==> src/rtl/jkcnt_pkg.sv <==
// jkcnt_pkg: JK operation encodings and the next-state to J/K mapping
// shared by jk_updown_counter and jk_cell.
package jkcnt_pkg;

  typedef enum logic [1:0] {
    JK_HOLD = 2'b00,
    JK_CLR  = 2'b01,
    JK_SET  = 2'b10,
    JK_TOG  = 2'b11
  } jk_op_e;

  function automatic jk_op_e jk_op(
    input logic cur,
    input logic nxt
  );
    jk_op_e op;
    op = JK_HOLD;
    unique case (1'b1)
      (cur == nxt):  op = JK_HOLD;
      (~cur & nxt):  op = JK_SET;
      (cur & ~nxt):  op = JK_CLR;
    endcase
    return op;
  endfunction

endpackage

==> src/rtl/jk_cell.sv <==
// jk_cell: single JK flip-flop with synchronous active-low clear.
module jk_cell
  import jkcnt_pkg::*;
(
  input  logic clk,
  input  logic clr_n,
  input  logic j,
  input  logic k,
  output logic q
);

  jk_op_e op;
  assign op = jk_op_e'({j, k});

  always_ff @(posedge clk) begin
    if (!clr_n) begin
      q <= 1'b0;
    end else begin
      unique case (op)
        JK_HOLD: q <= q;
        JK_CLR:  q <= 1'b0;
        JK_SET:  q <= 1'b1;
        JK_TOG:  q <= ~q;
      endcase
    end
  end

endmodule

==> src/rtl/jk_updown_counter.sv <==
// jk_updown_counter: modulo-MOD up/down counter built from JK cells.
// Define JKCNT_SATURATE_EN to saturate at the ends instead of wrapping.
module jk_updown_counter
  import jkcnt_pkg::*;
#(
  parameter int WIDTH = 4,
  parameter int MOD   = 16
) (
  input  logic             clk,
  input  logic             clr_n,
  input  logic             en,
  input  logic             up,
  input  logic             load,
  input  logic [WIDTH-1:0] d,
  output logic [WIDTH-1:0] q,
  output logic             tc,
  output logic             wrap
);

  localparam logic [WIDTH-1:0] MAXV = WIDTH'(MOD - 1);
  localparam logic [16:0]      MODV = 17'(MOD);
  localparam logic [WIDTH-1:0] ZERO = '0;

`ifdef JKCNT_SATURATE_EN
  localparam logic [WIDTH-1:0] UP_END = MAXV;
  localparam logic [WIDTH-1:0] DN_END = ZERO;
`else
  localparam logic [WIDTH-1:0] UP_END = ZERO;
  localparam logic [WIDTH-1:0] DN_END = MAXV;
`endif

  logic             at_top;
  logic             at_bot;
  logic             d_over;
  logic [WIDTH-1:0] nxt;

  assign at_top = (q == MAXV);
  assign at_bot = (q == ZERO);
  assign d_over = ({{(17 - WIDTH){1'b0}}, d} >= MODV);
  assign tc     = en & ~load & ((up & at_top) | (~up & at_bot));

  // Clear is applied inside each cell, so nxt ignores clr_n.
  always_comb begin
    nxt = q;
    if (load) begin
      nxt = d_over ? MAXV : d;
    end else if (en) begin
      if (up) begin
        nxt = at_top ? UP_END : q + WIDTH'(1);
      end else begin
        nxt = at_bot ? DN_END : q - WIDTH'(1);
      end
    end
  end

  for (genvar i = 0; i < WIDTH; i++) begin : g_bit
    jk_op_e op;
    assign op = jk_op(q[i], nxt[i]);

    jk_cell u_cell (
      .clk   (clk),
      .clr_n (clr_n),
      .j     (op[1]),
      .k     (op[0]),
      .q     (q[i])
    );
  end

  always_ff @(posedge clk) begin
    if (!clr_n) begin
      wrap <= 1'b0;
    end else begin
      wrap <= tc;
    end
  end

endmodule
==> config.mk <==
export PLATFORM = sky130hd
export DESIGN_NAME = jk_updown_counter
export DESIGN_NICKNAME = d
export VERILOG_FILES = /design/src/rtl/jkcnt_pkg.sv /design/src/rtl/jk_cell.sv /design/src/rtl/jk_updown_counter.sv
export SDC_FILE = /design/constraint.sdc
export NUM_CORES = 1
export LEC_CHECK = 0
export BUFFER_PORTS_ARGS = -buffer_cell sky130_fd_sc_hd__clkbuf_2
export CORE_AREA = 2 2 39 41
export DETAILED_ROUTE_END_ITERATION = 6
export DIE_AREA = 0 0 41 43
export GPL_TIMING_DRIVEN = 0
export PLACE_DENSITY = 0.56
export SLEW_MARGIN = 10
export SYNTH_ARGS = -nofsm -noshare
export SYNTH_HDL_FRONTEND = slang
export SYNTH_HIERARCHICAL = 1
export SYNTH_SLANG_ARGS = --single-unit
==> constraint.sdc <==
create_clock -name clk -period 1.79 [get_ports clk]
set_input_delay 0.2685 -clock clk [delete_from_list [all_inputs] [get_ports clk]]
set_output_delay 0.2685 -clock clk [all_outputs]
set_load 0.02 [all_outputs]
== Word level (Yosys, flattened, before mapping) ==
Index checks and enable logic that the tools add are counted.

* Register bits after elaboration: 5
* Latch bits: 0
* Bits in writable memories: 0
* Memory bits (read-only): 0
* Memories kept: 0

* Add/sub/neg operators: 2
* Multiply operators: 0
* Div/mod/pow operators: 0
* Magnitude comparators: 0
* Equal/unequal tests: 17
* Shift operators: 0
* Multiplexer cells: 13
* Bitwise operators: 23
* Reductions and logical operators: 5

{| class="wikitable"
|+ Operator list
! kind !! number
|-
| case mux 2 bit (3 select lines) || 4
|-
| 2-to-1 mux 4 bit || 5
|-
| equality test 2 bit, second input constant || 8
|-
| bitwise AND 1 bit || 12
|-
| case mux 1 bit (3 select lines) || 4
|-
| inverter 1 bit || 10
|-
| equality test 2 x 1 -> 1 bit, second input constant || 4
|-
| logical NOT 2 bit || 4
|-
| adder 4 x 1 -> 4 bit, second input constant || 1
|-
| equality test 1 bit || 4
|-
| equality test 4 bit, second input constant || 1
|-
| logical NOT 4 bit || 1
|-
| subtractor 4 x 1 -> 4 bit, second input constant || 1
|-
| OR 1 bit || 1
|}

== Depth between registers and ports, before layout ==
* Depth in word-level cells: 10
* Depth in mapped cells: 8

== Cells and area by module ==
The synthesis kept the hierarchy.

{| class="wikitable"
|+ By module, submodules not included
! module !! instances !! cells an instance !! area an instance (um2) !! sequential area each (um2)
|-
| jk_updown_counter || 1 || 45 || 319.1 || 20.0
|-
| jk_cell || 4 || 3 || 33.8 || 20.0
|}

== Least setup slack after synthesis ==
Ideal clock, no wire load.

* Path type: reg2reg
* Start point: reg g_bit[0].u_cell.q
* End point: reg g_bit[3].u_cell.q
* Setup time: 0.116 ns
* Arrival: 1.658 ns
* Data required time: 1.674 ns
* Path slack: 0.016 ns
* Stages on the path, launching flop included: 9
* Path buffers: 0
* Period minus slack after synthesis: 1.774 ns
* Path through: dfxtp_1 inv_1 ha_1 o21bai_2 a21oi_1 o311ai_0 a21boi_0 nand2_1 o211a_1

* Word-level cells in the longest chain between the ends: 10

{| class="wikitable"
|+ RTL lines
! what !! RTL line !! text
|-
| from (decl) || jk_cell.sv:9 || <nowiki>output logic q</nowiki>
|-
| from (signal assigned) || jk_cell.sv:20 || <nowiki>JK_HOLD: q <= q;</nowiki>
|-
| from (signal assigned) || jk_cell.sv:23 || <nowiki>JK_TOG: q <= ~q;</nowiki>
|-
| subtractor 4 x 1 -> 4 bit, or another cell as far along || jk_updown_counter.sv:51 || <nowiki>nxt = at_bot ? DN_END : q - WIDTH'(1);</nowiki>
|-
| 2-to-1 mux 4 bit, on equally long branches || jk_updown_counter.sv:51, jk_updown_counter.sv:49 ||
|-
| 2-to-1 mux 4 bit * || jk_updown_counter.sv:48 || <nowiki>if (up) begin</nowiki>
|-
| 2-to-1 mux 4 bit * || jk_updown_counter.sv:47 || <nowiki>end else if (en) begin</nowiki>
|-
| 2-to-1 mux 4 bit * || jk_updown_counter.sv:45 || <nowiki>if (load) begin</nowiki>
|-
| inverter 1 bit || jkcnt_pkg.sv:21 || <nowiki>(cur & ~nxt): op = JK_CLR;</nowiki>
|-
| bitwise AND 1 bit || jkcnt_pkg.sv:21 ||
|-
| case mux 2 bit (3 select lines) * || jkcnt_pkg.sv:18 || <nowiki>unique case (1'b1)</nowiki>
|-
| named net g_bit[3].op[0] || jk_updown_counter.sv:57 || <nowiki>jk_op_e op;</nowiki>
|-
| equality test 2 bit / equality test 2 x 1 -> 1 bit (equally long branches) || jk_cell.sv:19 || <nowiki>unique case (op)</nowiki>
|-
| case mux 1 bit (3 select lines) || jk_cell.sv:19 ||
|-
| to (signal assigned) || jk_cell.sv:20 ||
|-
| to (signal assigned) || jk_cell.sv:23 ||
|-
| to (decl) || jk_cell.sv:9 ||
|}

The timed path passes the listed nets; every way through them passes the cells marked *.
A chain may end at the register's enable or synchronous reset.

== Worst setup path after layout ==
* Start point: reg g_bit[0].u_cell.q
* End point: out tc

* Word-level cells in the longest chain between the ends: 4

{| class="wikitable"
|+ RTL lines
! what !! RTL line !! text
|-
| equality test 4 bit / logical NOT 4 bit (equally long branches) || jk_updown_counter.sv:37, jk_updown_counter.sv:38 ||
|-
| bitwise AND 1 bit || jk_updown_counter.sv:40 || <nowiki>assign tc = en & ~load & ((up & at_top) | (~up & at_bot));</nowiki>
|-
| OR 1 bit * || jk_updown_counter.sv:40 ||
|-
| bitwise AND 1 bit * || jk_updown_counter.sv:40 ||
|-
| to (decl) || jk_updown_counter.sv:16 || <nowiki>output logic tc,</nowiki>
|}

Every way passes the cells marked *; elsewhere a longest branch is shown, timed or not.

==> results.sh <==
export IMPL_critical_path_class="reg -> out"
export IMPL_clk_root_buffer_cell="clkbuf_4"
export IMPL_drt_total_wl_um=1120
export IMPL_worstHoldStart="clr_n"
export IMPL_synthesis_area_um2=454
export IMPL_drive_gt1_share_pct=38.5
export IMPL_synth_ff_type="dfxtp_1"
export IMPL_drv_cap=0
export IMPL_grt_setup_unrepaired="true"
export IMPL_grt_max_degree=12
export IMPL_critPathRequiredTime_ns=1.52
export IMPL_end_kind="primary output"
export IMPL_fin_cells=94
export IMPL_fin_crit_sh_pct=98.5
export IMPL_drt_wirelength_per_cell_um=11.9
export IMPL_ant_nets=0
export IMPL_final_cell_area_um2=621
export IMPL_vias_per_cell=5.29
export IMPL_max_freq_mhz=567
export IMPL_antenna_cells=0
export IMPL_period_minus_slack_ns=1.76
export IMPL_power_density_nw_per_um2=693
export IMPL_hold_viol_final=0
export IMPL_grt_pass1_wl_um=1790
export IMPL_synthToLayoutAreaGrowth_pct=36.6
export IMPL_synth_xor_area_share_pct=1.93
export IMPL_track_usage_pct=15.5
export IMPL_gr_total_overflow=0
export IMPL_path_clk_slew_ns=0.05
export IMPL_grt_pass1_vias=415
export IMPL_hold_class="in -> reg"
export IMPL_start_util_pct=32.8
export IMPL_status="finished, final reports clean"
export IMPL_num_rows=14
export IMPL_synth_adder_area_share_pct=5.51
export IMPL_gp_congestion=0.758
export IMPL_synth_area_leader_cell="dfxtp_1"
export IMPL_r2r_start="g_bit[1].u_cell/q"
export IMPL_place_area_um2=539
export IMPL_ys_types=31
export IMPL_seq_area_frac_synth_pct=22.0
export IMPL_synthMuxAreaShare_pct=0
export IMPL_portBuffers=13
export IMPL_finalPower_mw=0.430
export IMPL_synth_compound_area_share_pct=36.4
export IMPL_dp_cells=86
export IMPL_synth_edf_count=0
export IMPL_initialDrtViolationCount=6
export IMPL_layout_nets=90
export IMPL_drc=0
export IMPL_syn_avg_cell_area_um2=7.97
export IMPL_irDropWorstVdd_uv=484
export IMPL_antenna_found_initial=0
export IMPL_tightest_slew_ns=0.376
export IMPL_drt_pass1_iterations=3
export IMPL_reg2reg_depth=7
export IMPL_crit_arrival_ns=1.49
export IMPL_yosysWarnings=6
export IMPL_dieArea_um2=1760
export IMPL_synth_top_cell_area_share_pct=22.0
export IMPL_htreeDepth=1
export IMPL_finalMaxSlewViolations=0
export IMPL_skew_ns=0.00437
export IMPL_yosys_area_share_simple_pct=28.1
export IMPL_ioPinCount=15
export IMPL_tritoncts="yes"
export IMPL_cts_buffers_inserted=3
export IMPL_p_leak_nw=0.286
export IMPL_cts_sinks=5
export IMPL_cts_hold_buf=0
export IMPL_async_reset_ff_share_pct=0
export IMPL_fp_dieW_um=41
export IMPL_startpoint="g_bit[0].u_cell/q"
export IMPL_synth_top_family_by_area="compound AO/OA/AOI/OAI gates"
export IMPL_ys_ff_latch=5
export IMPL_path_max_fanout=2
export IMPL_vias=497
export IMPL_syn_nets=68
export IMPL_worstSetupStartpointType="register"
export IMPL_setup_viol=0
export IMPL_min_path_cells=2
export IMPL_die_height_um=43
export IMPL_synthCells=57
export IMPL_core_um2=1380
export IMPL_hold_end="g_bit[0].u_cell/q"
export IMPL_reg2reg_to="g_bit[3].u_cell/q"
export IMPL_slew_headroom_pct=74.9
export IMPL_reg2reg_slack_ns=0.11
export IMPL_cts_max_path_buffers=2
export IMPL_clock_latency_ns=0.24
export IMPL_ys_top_cells_by_area="dfxtp_1 22%, o211a_1 8.8%, nand2_1 5.8%"
layer usage:
layer | track usage [%] | wire, um | vias up
met1 | 18.2 | 484 | 231
met3 | 9.42 | 64 | 0
met4 | 2.00 | 0 | 0
met2 | 24.1 | 571 | 11
li1 | - | - | 255
met5 | 0 | 0 | -
through the flow:
step	setup slack [ns]	hold WS (ns)	TNS [ns]	utilization [%]
after global placement	0.00164	0.519	0	39.0
final	0.0267	0.317	0	44.8
after floorplan	0.0160	0.390	0	-
after detailed placement	0.00225	0.519	0	39.0
after CTS	0.0109	0.319	0	44.8
after global routing	-0.0312	0.323	-0.0312	44.8
how the worst max path moves through the flow:
stage	end	slack (ns)	cells past startpoint
6_report	tc	0.03	6
5_1_grt	tc	-0.03	6
4_1_cts	tc	0.01	6
3_5_place_dp	g_bit[3].u_cell/q	0.002	8
3_3_place_gp	g_bit[3].u_cell/q	0.002	8
2_1_floorplan	g_bit[3].u_cell/q	0.02	8
report_power, final:
part	leakage (nW)	internal, mW	total (mW)	switching, mW
Sequential	0.0425	0.123	0.135	0.0120
Combinational	0.228	0.0775	0.163	0.0853
Clock	0.0150	0.0844	0.132	0.0475
Total	0.286	0.285	0.430	0.145
state kept, by name, indices dropped and copies added (netlist names):
signal,flops
wrap,1
g_bit.u_cell/q,4
cell type report:
class,count,area (um2)
fillers,147,763
repair buffers,17,105
well taps,16,20.0
clock buffers,4,26.3
plain buffers,2,12.5
inverters,4,15.0
multi-input cells,46,334
flip-flops and latches,5,108
worst max-delay path: stages, from the launching register on:
cell and delay, ns:
dfxtp_4 0.34, inv_1 0.05, ha_1 0.15, nand2b_1 0.07, or3_4 0.35, a21oi_4 0.16
buf_8 0.13
Yosys cell counts (2+ instances only):
cell type and n:
inv_1 4, ha_1 2, dfxtp_1 5, a22oi_1 2, nand2_1 7, nand2b_1 2, o211a_1 4, a21oi_1 4
nor2_1 4, and2_1 2
what timing repair did:
item                       in CTS  in global routing
gates resized for setup         7                  1
buffers inserted                4                  0
pin swaps                       1                  0
setup endpoints to repair       2                  1
cell families after synthesis:
group	Yosys count
AND/OR/NAND/NOR	22
flip-flops	5
buffers and inverters	6
adder cells (fa/ha/maj)	2
AO/OA/AOI/OAI	21
XOR/XNOR	1
layout by cell type (no fill, tap or decap), types with 2 or more instances in the layout:
master,synthesis,final
dfxtp_1,5,3
nand2b_1,2,2
dfxtp_4,0,2
o211a_1,4,4
inv_1,4,4
a21oi_1,4,4
nand2_1,7,7
nor2_1,4,4
a22oi_1,2,2
clkbuf_4,0,3
ha_1,2,2
clkbuf_2,1,13
and2_1,2,2
buf_4,1,5
Power figures use the tool's default switching activity.
